$ cat src/rtl/dmem_arb_pkg.sv
// Shared types, funct3 codes and access-legality check for the data-memory arbiter.
// Latency: none (types, constants and a pure function only).
// Backpressure: not applicable.
package dmem_arb_pkg;

   localparam int N_REQ = 2;

   typedef enum logic [1:0] {
      IDLE   = 2'd0,
      ACCESS = 2'd1,
      RESP   = 2'd2
   } dmem_arb_state_e;

   localparam logic [2:0] F3_B  = 3'b000;
   localparam logic [2:0] F3_H  = 3'b001;
   localparam logic [2:0] F3_W  = 3'b010;
   localparam logic [2:0] F3_BU = 3'b100;

   // Loads accept B/H/W/BU, stores accept B/H/W; halves and words must be naturally aligned.
   function automatic logic dmem_access_legal(input logic       write,
                                              input logic [2:0] funct3,
                                              input logic [1:0] addr_lo);
      logic ok;
      ok = 1'b0;
      case (funct3)
         F3_B:    ok = 1'b1;
         F3_H:    ok = ~addr_lo[0];
         F3_W:    ok = (addr_lo == 2'b00);
         F3_BU:   ok = ~write;
         default: ok = 1'b0;
      endcase
      return ok;
   endfunction

endpackage

$ cat src/rtl/dmem_arbiter_if.sv
// Requester-side handshake bus plus memory control/data bus of the data-memory arbiter.
// Latency: none (wires only).
// Backpressure: req_ready grants one requester per transaction; responses cannot be stalled.
interface dmem_arbiter_if #(
   parameter int DM_ADDRESS = 9,
   parameter int DATA_W     = 32
) ();
   import dmem_arb_pkg::*;

   logic [N_REQ-1:0]                 req_valid;
   logic [N_REQ-1:0]                 req_ready;
   logic [N_REQ-1:0]                 req_write;
   logic [N_REQ-1:0][DM_ADDRESS-1:0] req_addr;
   logic [N_REQ-1:0][DATA_W-1:0]     req_wdata;
   logic [N_REQ-1:0][2:0]            req_funct3;

   logic [N_REQ-1:0]                 resp_valid;
   logic                             resp_err;
   logic [DATA_W-1:0]                resp_rdata;

   logic                             mem_read;
   logic                             mem_write;
   logic [DM_ADDRESS-1:0]            mem_addr;
   logic [DATA_W-1:0]                mem_wd;
   logic [2:0]                       mem_funct3;
   logic [DATA_W-1:0]                mem_rd;

   // Arbiter view.
   modport slave (
      input  req_valid, req_write, req_addr, req_wdata, req_funct3, mem_rd,
      output req_ready, resp_valid, resp_err, resp_rdata,
             mem_read, mem_write, mem_addr, mem_wd, mem_funct3
   );

   // Requester and memory view.
   modport master (
      output req_valid, req_write, req_addr, req_wdata, req_funct3, mem_rd,
      input  req_ready, resp_valid, resp_err, resp_rdata,
             mem_read, mem_write, mem_addr, mem_wd, mem_funct3
   );

endinterface

$ cat src/rtl/dmem_rr_pick.sv
// Two-way round-robin pick: one-hot grant from the request strobes and the last winner.
// Latency: combinational.
// Backpressure: a losing requester simply sees no grant and keeps its request up.
module dmem_rr_pick (
   input  logic [1:0] req_valid,
   input  logic       last,
   output logic [1:0] grant
);

   // On a tie the requester that did not win last time is favoured.
   always_comb begin
      grant = 2'b00;
      case (req_valid)
         2'b01:   grant = 2'b01;
         2'b10:   grant = 2'b10;
         2'b11:   grant = last ? 2'b01 : 2'b10;
         default: grant = 2'b00;
      endcase
   end

endmodule

$ cat src/rtl/dmem_arbiter.sv
// Shares the single-ported data memory between the LSU (req 0) and DMA (req 1), rejecting illegal accesses.
// Latency: legal access accepted T, memory T+1, response T+2; illegal access responds at T+1.
// Backpressure: req_ready only in IDLE, one requester at a time; responses are strobes with no stall.
module dmem_arbiter
   import dmem_arb_pkg::*;
#(
   parameter int DM_ADDRESS = 9,
   parameter int DATA_W     = 32
) (
   input logic           clk,
   input logic           reset_n,
   dmem_arbiter_if.slave bus
);

   dmem_arb_state_e       state_q, state_d;
   logic [1:0]            pick;
   logic                  win;
   logic                  accept;
   logic                  legal;

   logic [1:0]            grant_q;
   logic                  last_q;
   logic                  write_q;
   logic [DM_ADDRESS-1:0] addr_q;
   logic [DATA_W-1:0]     wdata_q;
   logic [2:0]            funct3_q;
   logic [DATA_W-1:0]     rdata_q;
   logic                  err_q;

   dmem_rr_pick u_pick (
      .req_valid (bus.req_valid),
      .last      (last_q),
      .grant     (pick)
   );

   assign win    = pick[1];
   assign accept = (state_q == IDLE) && (bus.req_valid != '0);
   assign legal  = dmem_access_legal(bus.req_write[win], bus.req_funct3[win],
                                     bus.req_addr[win][1:0]);

   // State register; reset drops any in-flight access or response.
   always_ff @(posedge clk or negedge reset_n) begin
      if (!reset_n) state_q <= IDLE;
      else          state_q <= state_d;
   end

   // Next state and outputs; memory/response outputs are decoded only from registers.
   always_comb begin
      state_d        = state_q;
      bus.req_ready  = '0;
      bus.resp_valid = '0;
      bus.resp_err   = 1'b0;
      bus.resp_rdata = '0;
      bus.mem_read   = 1'b0;
      bus.mem_write  = 1'b0;
      bus.mem_addr   = '0;
      bus.mem_wd     = '0;
      bus.mem_funct3 = '0;
      case (state_q)
         IDLE: begin
            if (accept) begin
               bus.req_ready = pick;
               state_d       = legal ? ACCESS : RESP;
            end
         end
         ACCESS: begin
            bus.mem_read   = ~write_q;
            bus.mem_write  = write_q;
            bus.mem_addr   = addr_q;
            bus.mem_wd     = wdata_q;
            bus.mem_funct3 = funct3_q;
            state_d        = RESP;
         end
         RESP: begin
            bus.resp_valid = grant_q;
            bus.resp_err   = err_q;
            bus.resp_rdata = rdata_q;
            state_d        = IDLE;
         end
         default: state_d = IDLE;
      endcase
   end

   // Request latch on acceptance, read-data capture as ACCESS ends.
   always_ff @(posedge clk or negedge reset_n) begin
      if (!reset_n) begin
         grant_q  <= '0;
         last_q   <= 1'b1;
         write_q  <= 1'b0;
         addr_q   <= '0;
         wdata_q  <= '0;
         funct3_q <= '0;
         rdata_q  <= '0;
         err_q    <= 1'b0;
      end else begin
         if (accept) begin
            grant_q  <= pick;
            last_q   <= win;
            write_q  <= bus.req_write[win];
            addr_q   <= bus.req_addr[win];
            wdata_q  <= bus.req_wdata[win];
            funct3_q <= bus.req_funct3[win];
            err_q    <= ~legal;
            rdata_q  <= '0;
         end
         if (state_q == ACCESS) begin
            rdata_q <= write_q ? '0 : bus.mem_rd;
         end
      end
   end

endmodule

$ cat src/flat_wrapper.sv
// flat-port wrapper written by rule: the top's interface ports become plain ports
module dmem_arbiter_flat import dmem_arb_pkg::*;
#(
   parameter int DM_ADDRESS = 9,
   parameter int DATA_W     = 32
)
  (clk, reset_n, bus_req_valid, bus_req_write, bus_req_addr, bus_req_wdata, bus_req_funct3, bus_mem_rd, bus_req_ready, bus_resp_valid, bus_resp_err, bus_resp_rdata, bus_mem_read, bus_mem_write, bus_mem_addr, bus_mem_wd, bus_mem_funct3);
  dmem_arbiter_if #(.DM_ADDRESS(DM_ADDRESS), .DATA_W(DATA_W)) bus_i ();
  input logic clk;
  input logic reset_n;
  input wire logic [$bits(bus_i.req_valid)-1:0] bus_req_valid;
  input wire logic [$bits(bus_i.req_write)-1:0] bus_req_write;
  input wire logic [$bits(bus_i.req_addr)-1:0] bus_req_addr;
  input wire logic [$bits(bus_i.req_wdata)-1:0] bus_req_wdata;
  input wire logic [$bits(bus_i.req_funct3)-1:0] bus_req_funct3;
  input wire logic [$bits(bus_i.mem_rd)-1:0] bus_mem_rd;
  output wire logic [$bits(bus_i.req_ready)-1:0] bus_req_ready;
  output wire logic [$bits(bus_i.resp_valid)-1:0] bus_resp_valid;
  output wire logic [$bits(bus_i.resp_err)-1:0] bus_resp_err;
  output wire logic [$bits(bus_i.resp_rdata)-1:0] bus_resp_rdata;
  output wire logic [$bits(bus_i.mem_read)-1:0] bus_mem_read;
  output wire logic [$bits(bus_i.mem_write)-1:0] bus_mem_write;
  output wire logic [$bits(bus_i.mem_addr)-1:0] bus_mem_addr;
  output wire logic [$bits(bus_i.mem_wd)-1:0] bus_mem_wd;
  output wire logic [$bits(bus_i.mem_funct3)-1:0] bus_mem_funct3;
  assign bus_i.req_valid = bus_req_valid;
  assign bus_i.req_write = bus_req_write;
  assign bus_i.req_addr = bus_req_addr;
  assign bus_i.req_wdata = bus_req_wdata;
  assign bus_i.req_funct3 = bus_req_funct3;
  assign bus_i.mem_rd = bus_mem_rd;
  assign bus_req_ready = bus_i.req_ready;
  assign bus_resp_valid = bus_i.resp_valid;
  assign bus_resp_err = bus_i.resp_err;
  assign bus_resp_rdata = bus_i.resp_rdata;
  assign bus_mem_read = bus_i.mem_read;
  assign bus_mem_write = bus_i.mem_write;
  assign bus_mem_addr = bus_i.mem_addr;
  assign bus_mem_wd = bus_i.mem_wd;
  assign bus_mem_funct3 = bus_i.mem_funct3;
  dmem_arbiter #(.DM_ADDRESS(DM_ADDRESS), .DATA_W(DATA_W)) u_core (.clk(clk), .reset_n(reset_n), .bus(bus_i));
endmodule
$ cat config.mk
export PLATFORM = sky130hd
export DESIGN_NAME = dmem_arbiter_flat
export DESIGN_NICKNAME = d
export VERILOG_FILES = /design/src/rtl/dmem_arb_pkg.sv /design/src/rtl/dmem_arbiter_if.sv /design/src/rtl/dmem_rr_pick.sv /design/src/rtl/dmem_arbiter.sv /design/src/flat_wrapper.sv
export SDC_FILE = /design/constraint.sdc
export NUM_CORES = 1
export LEC_CHECK = 0
export CAP_MARGIN = 0
export CORE_ASPECT_RATIO = 0.8
export CORE_MARGIN = 1.5
export CORE_UTILIZATION = 30
export DETAILED_ROUTE_END_ITERATION = 10
export DONT_BUFFER_PORTS = 1
export PLACE_DENSITY = 0.48
export REMOVE_ABC_BUFFERS = 1
export SYNTH_ARGS = -nofsm -noshare
export SYNTH_HDL_FRONTEND = slang
export SYNTH_SLANG_ARGS = --single-unit
$ cat constraint.sdc
create_clock -name clk -period 1.94 [get_ports clk]
set_input_delay 0.291 -clock clk [delete_from_list [all_inputs] [get_ports clk]]
set_output_delay 0.291 -clock clk [all_outputs]
set_load 0.01 [all_outputs]
Word level (Yosys, flattened, before mapping). Cells that the tools add are included.

Memories: 0. Register bits: 83. Latch bits: 0. Word-level logic and storage cells: 56. Output and inout bits: 83. Bits of input ports: 126. Memory bits (read-only): 0. RAM bits: 0.

Eq/ne operators: 9. Muxes and demuxes: 27. Order comparisons: 1. Reductions and logical operators: 6. Add/sub/neg operators: 0. Divide/modulo/power cells: 0. Shifts and indexed selects: 0. $mul: 0. Bitwise gates (word level): 4.

Operator list (number): $mux 32 (7); $mux 9 (3); $mux 2 (6); $mux 3 (3); $eq 2x2->1 const B (3); $pmux 2 s3 (1); $mux 1 (5); $eq 2x1->1 const B (2); $logic_not 2->1 (2); $not 1->1 (4); $pmux 1 s4 (1); $pmux 2 s2 (1); $reduce_bool 2->1 (2); $eq 3x1->1 const B (1); $eq 3x2->1 const B (1); $eq 3x3->1 const B (1); $logic_not 3->1 (1); $lt 1x2->1 const B (1); $ne 2x1->1 const B (1); $logic_and 1x1->1 (1).

Logic depth before layout (Yosys ltp). Gate-level depths: netlist (run 1).

Word-level depth: 9. Gate-level depth with buffers: 7. Gate-level depth less buffers: 4.

By module. From an unflattened synthesis (run 1), not the netlist that was laid out.

Cell total of the unflattened synthesis: 397. Area, all modules: 4101.4 µm².

By module, submodules not included: dmem_arbiter (area each 4082.7 µm², sequential area each 2078.2 µm², cells each 394, times used 1); dmem_rr_pick (area each 18.8 µm², sequential area each 0.0 µm², cells each 3, times used 1).

Worst setup path after synthesis (run 1). OpenSTA, ideal clock, no wires.

Path type: reg2reg. Start point: register u_core.last_q. End point: register u_core.addr_q[6]. Cell stages (with the launch flop): 6. Arrival: 1565 ps. Setup slack: 250 ps. Buffers on the path: 2. Library setup time: 125 ps. Required time: 1815 ps. Period minus slack after synthesis: 1690 ps. Cells stage by stage: dfstp_2 -> a21boi_0 -> buf_2 -> buf_2 -> mux2_2 -> mux2_2.

Longest elaborated chain between the ends: 4.

RTL lines: start, declared (line dmem_arbiter.sv:22) `logic last_q;`; start signal, assigned (line dmem_arbiter.sv:98) `last_q <= win;`; $mux 2 (line dmem_rr_pick.sv:16) `2'b11: grant = last ? 2'b01 : 2'b10;`; $pmux 2 s3 (line dmem_rr_pick.sv:13) `case (req_valid)`; $mux 9; $mux 9 (not written as such) (line dmem_arbiter.sv:100) `addr_q <= bus.req_addr[win];`; end signal, assigned (line dmem_arbiter.sv:100); end, declared (line dmem_arbiter.sv:24) `logic [DM_ADDRESS-1:0] addr_q;`.

No other way between the ends. The select of a mux whose other input is x is not followed. A chain may end at the register's enable or synchronous reset.

Worst setup path in the final report (run 1).
Start point: register u_core.state_q[1]. End point: output port bus_resp_rdata[25].

Longest elaborated chain between the ends: 2.

RTL lines: start, declared (line dmem_arbiter.sv:15) `dmem_arb_state_e state_q, state_d;`; start signal, assigned (line dmem_arbiter.sv:44) `else state_q <= state_d;`; $eq 2x2->1 (line dmem_arbiter.sv:59) `case (state_q)`; $mux 32 (line dmem_arbiter.sv:59); end, declared (line flat_wrapper.sv:20) `output wire logic [$bits(bus_i.resp_rdata)-1:0] bus_resp_rdata;`.

No other way between the ends.

==> flow_summary.ini, run 1 <==
[outcome]
status = complete, but fails checks
violations = negative hold slack

[clock_tree]
cts_max_level = 3
clock_path_buffers = 2
clk_pin_slew_ps = 60
clock-sinks = 83
cts_setup_buffers = 0
cts_tree = done
root_buffer = clkbuf_16
cts_buffers = 9
clkLatencyLatePin_ps = 330
cts_resized = 0

[placement]
io_buffers = 0
finalWeightedCongestion = 0.689
place_hpwl_mm = 6.78

[pwr]
clockPowerShare_pct = 29.2
totalPowerFinal_mw = 6.82
intPower_mw = 4.82
pwr-share-seq_pct = 40.0
switchingPower_mw = 2.00
power_density_nw_per_um2 = 1420
switching_share_pct = 29.3
vdd_drop_max_mv = 0.520
power_leakage_nw = 2.07
comb_power_share_pct = 30.8

[worst_setup_path]
start_kind = register
worstPathMaxFanout = 35
r2r_slack_ps = 320
timing_worst_setup_path_type = register to output port
timing.rr.start = u_core.last_q
crit_path_start = u_core.state_q[1]
cp_data_arrival_time_ps = 1440
crit_path_end_kind = output port
required_ps = 1650

[timing]
skew_ps = 8.14
max_slew_margin_pct = 51.6
tightest_slew_ps = 717
rsz0062_at_grt = false
fmaxAchievable_ghz = 0.577
layout_min_cycle_time_ps = 1730
layout_worst_path_cycle_share_pct = 89.3
hold_viol = 83
slew_viol_final = 0
finalSetupViolCount = 0
worst_hold_slack_ps = -351

[synth]
ys_seq_elements = 83
synth_warnings = 0
syn_area_per_cell_um2 = 12.4
yosysMostFrequentCell = mux2_2
synth_area_um2 = 4200
synthTopCellsByCount = mux2_2, dfrtp_1, and2_1
synth_cells = 339
synth_area_leader_cell = dfrtp_1
synth_ff_type = dfrtp_1
synth-edff-count = 0
synth_seq_area_share_pct = 49.5
synth_top_area_share_pct = 48.9
yosysUniqueCellTypes = 30
async_reset_ff_share_pct = 100
synth_area_leaders = dfrtp_1, mux2_2, and2_1, a22o_1, mux2_4

[flow_run]
cap_viol_max_count = 0

[global_route]
antenna_found_initial = 0
grt_pass1_vias = 2627
grt_max_degree = 84
grt.overflow.total = 0
grt_first_pass_wirelength_mm = 14.4
grtUsageTotal_pct = 13.1

[final_layout]
syn2layout_area_growth_pct = 14.2
drive_above_1_share_pct = 35.8
final_nets = 462
diodes = 0

[drt]
routed_wl_mm = 9.62
num_vias = 2577
drtPass1Iterations = 4
dr.first_iter.drc_count = 85
ant_nets = 0
drc_errors = 0
vias_per_cell = 4.95
wl_per_cell_um = 18.5

[floorplanning]
io_pins = 209
start_util_pct = 30.9
die_area_um2 = 14700
core_area_um2 = 13600
rows = 38
die_w_um = 135
die_y_um = 109

[hold_path]
hold_path_class = input pin to asynchronous set/reset pin
==> stage by stage <==
| step | cell area (µm²) | TNS, ps | setup slack [ps] | cells | utilization, % |
|---|---|---|---|---|---|
| floorplan | 4070 | -135580 | -3240 | 314 | - |
| global placement | 4450 | 0 | 359 | 505 | 32.7 |
| detailed placement | 4450 | 0 | 342 | 505 | 32.7 |
| CTS | 4800 | 0 | 164 | 521 | 35.3 |
| global route | 4800 | 0 | 105 | 521 | 35.3 |
| finish | 4800 | 0 | 208 | 521 | 35.3 |
==> worst paths after layout <==
path	end	depth (start not counted)
min in group clk	u_core.rdata_q[11]	1
max in group asynchronous	u_core.last_q	0
hold / removal	u_core.wdata_q[27]	0
hold reg to reg	u_core.grant_q[0]	1
setup reg to reg	u_core.wdata_q[21]	4
setup / recovery	bus_resp_rdata[25]	3
==> state kept, by name (all words and copies together), names as in the netlist <==
signal,flops
u_core.err_q,1
u_core.last_q,1
u_core.rdata_q,32
u_core.write_q,1
u_core.state_q,2
u_core.addr_q,9
u_core.wdata_q,32
u_core.funct3_q,3
u_core.grant_q,2
==> power groups by stage <==
stage / clock [mW] / combinational, mW / sequential, mW
floorplan: 0 / 1.64 / 2.63
finish: 1.99 / 2.10 / 2.72
CTS: 2.06 / 2.15 / 2.73
global placement: 0 / 2.11 / 2.74
detailed placement: 0 / 2.15 / 2.75
global route: 2.15 / 2.30 / 2.84
==> layer usage <==
| layer | GRT usage (%) | routed length [µm] | vias up |
|---|---|---|---|
| li1 | - | - | 1186 |
| met3 | 3.44 | 447 | 11 |
| met2 | 23.1 | 5070 | 82 |
| met1 | 15.2 | 3930 | 1298 |
| met4 | 5.07 | 177 | 0 |
| met5 | 0 | 0 | - |
==> cell families after synthesis <==
kind of cell | Yosys count | share of synthesized area, %
compound gates | 49 | 9.45
buf+inv | 26 | 3.28
flops | 83 | 49.5
mux | 89 | 24.3
simple gates | 92 | 13.5
==> final cells by class <==
cell class              instances  area [µm²]
repair buffers                 11         133
fillers                      1371        8800
flip-flops and latches         83        2080
multi-input cells             230        2010
clock inverters                 6         113
inverters                       1        3.75
clock buffers                  10         239
well taps                     180         225
==> critical path, stage by stage (launching register included) <==
cell	delay, ps
dfrtp_1	400
nor2b_2	160
buf_4	290
and2_1	250
==> layout by cell type, fill, tap and decap left out, drive strengths merged, types with 2 or more instances in the layout <==
master and n:
mux2 88, clkinv 3, o21a 3, a211o 2, nand2b 2, clkbuf 10, bufinv 3, and2 81
dfrtp 82, a31oi 2, a22o 32, nor2 3, nor2b 2, a21oi 4, buf 11
No activity file was read; power rests on OpenSTA's default activity.
==> run 2: changes to the inputs <==
--- a/config.mk
+++ b/config.mk
@@ -11,7 +11,6 @@
 export CORE_UTILIZATION = 30
 export DETAILED_ROUTE_END_ITERATION = 10
 export DONT_BUFFER_PORTS = 1
-export PLACE_DENSITY = 0.48
 export REMOVE_ABC_BUFFERS = 1
 export SYNTH_ARGS = -nofsm -noshare
 export SYNTH_HDL_FRONTEND = slang
==> constraint.sdc (replaced) <==
create_clock -name clk -period 1.94 [get_ports clk]
set_input_delay 0.388 -clock clk [delete_from_list [all_inputs] [get_ports clk]]
set_output_delay 0.388 -clock clk [all_outputs]
set_load 0.01 [all_outputs]
==> flow_summary.ini, run 2 (same netlist as run 1, synthesis figures left out) <==
[floorplanning]
core_area_um2 = 13600
io_pins = 209
die_area_um2 = 14700
start_util_pct = 30.9
die_w_um = 135
rows = 38
die_y_um = 109

[timing]
finalSetupViolCount = 0
finalSetupTns_ps = 0
finalWorstSetupSlack_ps = 112
worst_hold_slack_ps = -260
layout_min_cycle_time_ps = 1830
max_slew_margin_pct = 47.9
tightest_slew_ps = 772
layout_worst_path_cycle_share_pct = 94.2
skew_ps = 8.21
fmaxAchievable_ghz = 0.547
slew_viol_final = 0
rsz0062_at_grt = false
hold_viol = 83

[global_route]
grt_pass1_vias = 2575
antenna_found_initial = 0
met2_usage_pct = 20.7
grt_first_pass_wirelength_mm = 13.8
met1_usage_pct = 14.8
grtUsageTotal_pct = 12.4
grt_max_degree = 84
grt.overflow.total = 0
use_met3_pct = 4.14
top_usage_layer = met2

[pwr]
comb_power_share_pct = 31.4
vdd_drop_max_mv = 0.543
power_density_nw_per_um2 = 1420
totalPowerFinal_mw = 6.86
switchingPower_mw = 2.01
pwr-share-seq_pct = 39.9
switching_share_pct = 29.3
power_leakage_nw = 2.07
clockPowerShare_pct = 28.7
intPower_mw = 4.85

[hold_path]
hold_path_class = input pin to asynchronous set/reset pin

[worst_setup_path]
crit_path_end_kind = output port
timing_worst_setup_path_type = register to output port
timing.critical_path.buf_inv = 1
required_ps = 1550
worstPathMaxFanout = 31
slowest_delay_ps = 450
critPathTopFamily = simple AND/OR/NAND/NOR gates
start_kind = register
worst_path_max_delay_cell = dfrtp_1
cp_data_arrival_time_ps = 1440
worstPathCellList = nor2b_4 -> buf_12 -> and2_1

[final_layout]
final_cell_mix = mux2_2, dfrtp_1, and2_1, a22o_1, clkbuf_16
final_common_cell = mux2_2
final_design_area_no_fill_um2 = 4830
top_regs = u_core.rdata_q: 32 flops, u_core.wdata_q: 32 flops, u_core.addr_q: 9 flops
syn2layout_area_growth_pct = 15.0
diodes = 0
final_util_pct = 35.5
final_nets = 461
stdcell_count = 520
drive_above_1_share_pct = 36.2

[drt]
wl_per_cell_um = 17.6
vias_per_cell = 4.92
dr.first_iter.drc_count = 70
drtPass1Iterations = 6
drc_errors = 0
routed_wl_mm = 9.17
num_vias = 2558
ant_nets = 0

[outcome]
status = complete, but fails checks
violations = negative hold slack

[clock_tree]
cts_max_level = 3
clock_path_buffers = 2
clock-sinks = 83
root_buffer = clkbuf_16
clkLatencyLatePin_ps = 330
cts_tree = done
cts_buffers = 9
clk_pin_slew_ps = 70

[flow_run]
cap_viol_max_count = 0

[placement]
dp_cells = 502
place_hpwl_mm = 6.63
pre_cts_slack_ps = 229
io_buffers = 0
place_area_um2 = 4450
finalWeightedCongestion = 0.698
[run 2: timing repair]
item                                    in CTS  in global routing
endpoints found under the hold margin       83                 83
buffers inserted                             0                  2
gates resized for setup                      0                  4
pin swaps                                    0                  0
endpoints found under the setup margin      42                 73
[run 2: area by class of cell]
| type | count | area [µm²] |
|---|---|---|
| clock inverters | 6 | 111 |
| repair buffers | 10 | 150 |
| inverters | 1 | 3.75 |
| flip-flops and latches | 83 | 2080 |
| well taps | 180 | 225 |
| clock buffers | 10 | 239 |
| multi-input cells | 230 | 2020 |
| fillers | 1335 | 8770 |
[run 2: routing by layer]
metal | wire [µm] | share of wire [%] | up-vias
li1 | - | - | 1184
met2 | 4600 | 50 | 100
met4 | 150 | 1.6 | 0
met5 | 0 | 0 | -
met3 | 670 | 7.3 | 14
met1 | 3760 | 41 | 1260
[run 2: path summary, 6_finish.rpt]
kind / from / endpoint / slack, ps / cells past startpoint
max in group asynchronous: reset_n / u_core.last_q / 1980 / 0
max: u_core.state_q[1] / bus_resp_valid[1] / 110 / 3
min reg2reg: u_core.grant_q[0] / u_core.grant_q[0] / 470 / 1
min: reset_n / u_core.addr_q[7] / -260 / 0
min in group clk: bus_mem_rd[14] / u_core.rdata_q[14] / 190 / 1
max reg2reg: u_core.state_q[0] / u_core.wdata_q[29] / 290 / 4
[run 2: power by group through the flow]
stage          Sequential (mW)  Combinational, mW  Clock (mW)
2_1_floorplan             2.63               1.64           0
3_5_place_dp              2.76               2.16           0
5_1_grt                   2.83               2.34        2.13
3_3_place_gp              2.74               2.10           0
4_1_cts                   2.74               2.17        2.04
6_report                  2.74               2.15        1.97
[run 2: worst register-to-register path: cells and delay by family (launching register included)]
kind	cells	cell delay, ps
buffers and inverters	1	220
flip-flops	1	450
multiplexers	1	380
AND/OR/NAND/NOR	2	470
